==> src/rtl/cntr_arbiter.sv <==
// cntr_arbiter: buffers one time-difference count per microphone channel and
// forwards the buffered values round-robin to Top as single-cycle pulses, each
// pulse followed by at least GAP idle cycles and tagged with its channel id.
module cntr_arbiter #(
  parameter int NUM_CH = 4,
  parameter int CNTR_W = 10,
  parameter int GAP    = 2,
  localparam int ID_W  = $clog2(NUM_CH)
) (
  input  logic                     clk,
  input  logic                     rst,
  input  logic [NUM_CH*CNTR_W-1:0] ch_cntr,
  input  logic [NUM_CH-1:0]        ch_valid,
  input  logic                     overrun_clr,
  output logic [CNTR_W-1:0]        cntr,
  output logic                     cntr_valid,
  output logic [ID_W-1:0]          cntr_ch,
  output logic [NUM_CH-1:0]        pend,
  output logic [NUM_CH-1:0]        overrun,
  output logic                     busy
);

  localparam logic [3:0] GAP_CNT = 4'(GAP);

  typedef enum logic [1:0] {
    S_IDLE,
    S_ISSUE,
    S_GAP
  } state_t;

  state_t            r_state;
  logic [3:0]        r_gapCnt;
  logic [ID_W-1:0]   r_lastGrant;
  logic [CNTR_W-1:0] r_buf [NUM_CH];
  logic [NUM_CH-1:0] r_pend;
  logic [NUM_CH-1:0] r_overrun;
  logic [CNTR_W-1:0] r_cntr;
  logic [ID_W-1:0]   r_cntrCh;
  logic              r_cntrValid;

  logic              w_found;
  logic [ID_W-1:0]   w_grant;
  logic              w_grantEn;

  // Pick the first pending channel after the last one served, wrapping around.
  always_comb begin
    w_found = 1'b0;
    w_grant = '0;
    for (int k = 1; k <= NUM_CH; k++) begin
      if (!w_found && r_pend[ID_W'((int'(r_lastGrant) + k) % NUM_CH)]) begin
        w_found = 1'b1;
        w_grant = ID_W'((int'(r_lastGrant) + k) % NUM_CH);
      end
    end
    w_grantEn = (r_state == S_IDLE) && w_found;
  end

  // Per-channel buffer: capture into a free slot or into the slot being granted, else flag overrun.
  always_ff @(posedge clk or negedge rst) begin
    if (!rst) begin
      r_pend    <= '0;
      r_overrun <= '0;
      for (int i = 0; i < NUM_CH; i++) begin
        r_buf[i] <= '0;
      end
    end else begin
      if (overrun_clr) begin
        r_overrun <= '0;
      end
      for (int i = 0; i < NUM_CH; i++) begin
        if (ch_valid[i]) begin
          if (!r_pend[i] || (w_grantEn && (w_grant == ID_W'(i)))) begin
            r_buf[i]  <= ch_cntr[i*CNTR_W +: CNTR_W];
            r_pend[i] <= 1'b1;
          end else begin
            r_overrun[i] <= 1'b1;
          end
        end else if (w_grantEn && (w_grant == ID_W'(i))) begin
          r_pend[i] <= 1'b0;
        end
      end
    end
  end

  // Grant/issue/gap sequencer that drives the registered output pulse.
  always_ff @(posedge clk or negedge rst) begin
    if (!rst) begin
      r_state     <= S_IDLE;
      r_gapCnt    <= '0;
      r_lastGrant <= ID_W'(NUM_CH - 1);
      r_cntr      <= '0;
      r_cntrCh    <= '0;
      r_cntrValid <= 1'b0;
    end else begin
      r_cntrValid <= 1'b0;
      case (r_state)
        S_IDLE: begin
          if (w_grantEn) begin
            r_cntr      <= r_buf[w_grant];
            r_cntrCh    <= w_grant;
            r_lastGrant <= w_grant;
            r_cntrValid <= 1'b1;
            r_state     <= S_ISSUE;
          end
        end
        S_ISSUE: begin
          if (GAP_CNT == 4'd0) begin
            r_state <= S_IDLE;
          end else begin
            r_state  <= S_GAP;
            r_gapCnt <= GAP_CNT;
          end
        end
        S_GAP: begin
          if (r_gapCnt <= 4'd1) begin
            r_state  <= S_IDLE;
            r_gapCnt <= '0;
          end else begin
            r_gapCnt <= r_gapCnt - 4'd1;
          end
        end
        default: begin
          r_state <= S_IDLE;
        end
      endcase
    end
  end

  assign cntr       = r_cntr;
  assign cntr_valid = r_cntrValid;
  assign cntr_ch    = r_cntrCh;
  assign pend       = r_pend;
  assign overrun    = r_overrun;
  assign busy       = (r_state != S_IDLE);

endmodule

==> config.mk <==
export PLATFORM = sky130hd
export DESIGN_NAME = cntr_arbiter
export DESIGN_NICKNAME = d
export VERILOG_FILES = /design/src/rtl/cntr_arbiter.sv
export SDC_FILE = /design/constraint.sdc
export NUM_CORES = 1
export LEC_CHECK = 0
export CAP_MARGIN = 20
export CORE_MARGIN = 1.5
export CORE_UTILIZATION = 51
export DETAILED_ROUTE_END_ITERATION = 8
export PLACE_DENSITY_LB_ADDON = 0.1
export SLEW_MARGIN = 40
export SYNTH_ARGS = -nofsm -noshare
export SYNTH_HDL_FRONTEND = slang
export SYNTH_SLANG_ARGS = --single-unit
==> constraint.sdc <==
create_clock -name clk -period 2.8 [get_ports clk]
set_clock_uncertainty 0.05 [all_clocks]
set_input_delay 0.42 -clock clk [delete_from_list [all_inputs] [get_ports clk]]
set_output_delay 0.42 -clock clk [all_outputs]
set_load 0.005 [all_outputs]
==> metrics.yaml <==
status:
  outcome: "complete, no violations"
place:
  hpwl_mm: 5.055
  portBuffers: 68
  routabilityCongestion: 0.7927
timing:
  setup_violations: 0
  setup_tns_ns: 0
  worst_pin_slew_ns: 0.6519
  rsz0062_at_grt: "no"
  hold_violations: 0
  drv_slew: 0
  max_freq_ghz: 0.4151
  period_needed_ns: 2.409
  max_slew_margin_pct: 56.41
  fin_crit_sh_pct: 86.03
clock_network:
  postCtsHoldBufs: 0
  htree_levels: 3
  cts_buffers: 9
  cts_resized: 0
  cts.clk_slew.worst_paths_ns: 0.08
  clock_path_buffers: 2
  cts.sinks: 69
  post_cts_buffers: 0
  clk_latency_ns: 0.34
  cts_tree: "yes"
  cts-root-buf: "clkbuf_8"
job:
  maxCapViolCount: 0
setup_path:
  critical_path_peak_fanout: 10
  r2r_end: "r_buf[4]$_DFFE_PN0P_"
  start_kind: "register"
  crit_type: "register to register"
  reg2reg_depth: 6
  r2r_start: "r_state[0]$_DFFE_PN0P_"
  cp.arrival_ns: 2.58
  r2r_slack_ns: 0.39
  end_kind: "register"
  crit_required_ns: 2.97
yosys:
  syn_nets: 350
  synthMuxAreaShare_pct: 12.27
  synthAdderAreaFrac_pct: 1.888
  ys_types: 41
  synth_compound_area_share_pct: 19.30
  ys.warnings.count: 0
  synth-simple-area-share_pct: 10.31
  synth_area_mm2: 0.003313
  synth-seq-cells: 69
  ys_seq_area_share_pct: 52.19
  synthCells: 298
  synth_top_family_by_area: "compound AO/OA/AOI/OAI gates"
  synth_xor_area_share_pct: 0
  avgSynthCellArea_um2: 11.12
routing:
  first_pass_iters: 5
  drc: 0
  viasPerCell: 5.625
  ant_nets: 0
  postRouteWirelength_mm: 7.291
  drt_iter0_drc: 167
  wl_per_cell_um: 16.17
  vias: 2537
power:
  internal-power_mw: 3.376
  p_switching_mw: 2.061
  ir_drop_mv: 0.7812
  p_per_area_mw_per_mm2: 1262
  leakage_nw: 1.797
  comb_power_share_pct: 48.8
  p_sw_share_pct: 37.90
  seqPwrFrac_pct: 34.0
  p_clk_share_pct: 17.2
floorplanning:
  die_area_mm2: 0.006989
  core_mm2: 0.006314
  io_pins: 69
  start_util_pct: 52.48
  fp-row-count: 29
  die_x_um: 83.60
  fp.dieH_um: 83.60
finish:
  final_cell_mix: "67 x dfrtp_1, 67 x clkdlybuf4s50_1, 29 x nand2_1"
  num_antenna_cells: 0
  fillers: 507
  final_layout_size_suffix_gt1_share_pct: 17.65
  seqCellArea_mm2: 0.001729
  multi_input_area_mm2: 0.001450
  post-route-util_pct: 68.23
  area_growth_pct: 30.02
  finalNetCount: 421
grt:
  gr-usage-all-layers_pct: 22.16
  grt.overflow.total: 0
  grt_pass1_vias: 2510
  grt_max_degree: 70
  grt_antenna_before_repair: 0
  grt_pass1_wl_mm: 12.24
min_path:
  hold_class: "input port to async pin"
-- final cells by class --
cell class / instances / area share [%]
clock inverter: 7 / 2.440
sequential: 69 / 40.14
clock buffer: 9 / 2.875
inverter: 9 / 0.7842
tap: 77 / 2.236
multi-input combinational: 200 / 33.66
timing repair buffer: 80 / 17.86
-- cells in the mapped netlist --
master | n | area, µm²
a211o_1 | 1 | 8.760
a211oi_1 | 20 | 150.1
a21boi_0 | 11 | 82.58
a21boi_1 | 1 | 7.510
a21o_1 | 1 | 7.510
a21oi_1 | 14 | 70.07
a22o_1 | 1 | 8.760
a31o_2 | 1 | 8.760
a31oi_1 | 1 | 6.260
a32o_1 | 1 | 10.01
and2_1 | 1 | 6.260
and3_1 | 1 | 6.260
buf_2 | 2 | 10.01
buf_6 | 3 | 33.78
clkbuf_1 | 15 | 56.30
dfrtp_1 | 67 | 1677
dfstp_2 | 2 | 52.55
ha_1 | 5 | 62.56
inv_1 | 9 | 33.78
mux2_2 | 21 | 236.5
mux2_4 | 10 | 150.1
mux2i_1 | 2 | 20.02
nand2_1 | 29 | 108.9
nand2b_1 | 15 | 93.84
nand3_1 | 1 | 5.000
nand3b_1 | 1 | 7.510
nor2_1 | 14 | 52.55
nor2b_1 | 2 | 12.51
nor3_1 | 2 | 10.01
nor3b_1 | 2 | 15.01
nor4_1 | 1 | 6.260
o211ai_1 | 20 | 150.1
o21a_1 | 2 | 15.01
o21ai_0 | 9 | 45.04
o21ai_1 | 1 | 5.000
o22ai_2 | 1 | 12.51
o2bb2ai_1 | 4 | 35.03
o31a_1 | 1 | 8.760
o31ai_1 | 1 | 7.510
or2_2 | 1 | 6.260
or4_4 | 1 | 11.26
-- worst max-delay path by stage --
stage | start | to | slack [ns]
6_report | r_state[0]$_DFFE_PN0P_ | r_buf[4]$_DFFE_PN0P_ | 0.39
3_3_place_gp | pend[1]$_DFFE_PN0P_ | r_buf[9]$_DFFE_PN0P_ | 0.47
2_1_floorplan | pend[1]$_DFFE_PN0P_ | r_buf[0]$_DFFE_PN0P_ | 0.53
5_1_grt | r_state[0]$_DFFE_PN0P_ | pend[2]$_DFFE_PN0P_ | 0.29
4_1_cts | r_state[0]$_DFFE_PN0P_ | r_buf[4]$_DFFE_PN0P_ | 0.40
3_5_place_dp | r_state[0]$_DFFE_PN0P_ | r_buf[5]$_DFFE_PN0P_ | 0.42
-- routing by layer --
metal  global-route usage (%)  share of wire (%)  vias to the layer above  routed length, µm
li1                         -                  -                     1219                  -
met2                    35.63                 49                       57               3565
met3                    5.143                4.4                        6                319
met4                    5.365               0.82                        0                 60
met1                    30.64                 46                     1255               3345
met5                        0                  0                        -                  0
-- cells by family (layout without fill, tap and decap cells) --
family,Yosys count,in the layout
buf+inv,29,105
fa+ha+maj,5,5
compound gates,91,91
simple gates,71,71
mux,33,33
flops,69,69
-- worst max-delay path, cell delays in order, from the launching register on --
cell	delay, ns
dfrtp_1	0.39
inv_1	0.09
ha_1	0.17
inv_1	0.09
or4_4	0.56
a211o_1	0.55
mux2_4	0.38
-- flip-flops by register name, summed over array words and instances (netlist names) --
signal       cells
r_buf           40
cntr            10
overrun          4
pend             4
r_gapCnt         4
cntr_ch          2
r_lastGrant      2
r_state          2
cntr_valid       1
-- power groups by stage --
stage               Combinational [mW]  Clock [mW]  Sequential, mW
floorplan                         1.84           0            1.76
global placement                  2.61           0            1.85
detailed placement                2.67           0            1.86
CTS                               2.68       0.944            1.85
global route                      2.93       0.996            1.92
finish                            2.65       0.933            1.85
-- metrics by stage --
stage               worst slack (ns)  std cells  power [mW]  hold WS, ns  instance area (µm²)
floorplan                     0.5281        298       3.602      0.07441                 3313
detailed placement            0.4181        435       4.527       0.4229                 4079
finish                        0.3910        451       5.437       0.1142                 4308
global route                  0.2910        451       5.850       0.1435                 4308
global placement              0.4741        435       4.459       0.4253                 4075
CTS                           0.3966        451       5.469       0.1398                 4308
No activity file was read; power rests on OpenSTA's default activity.
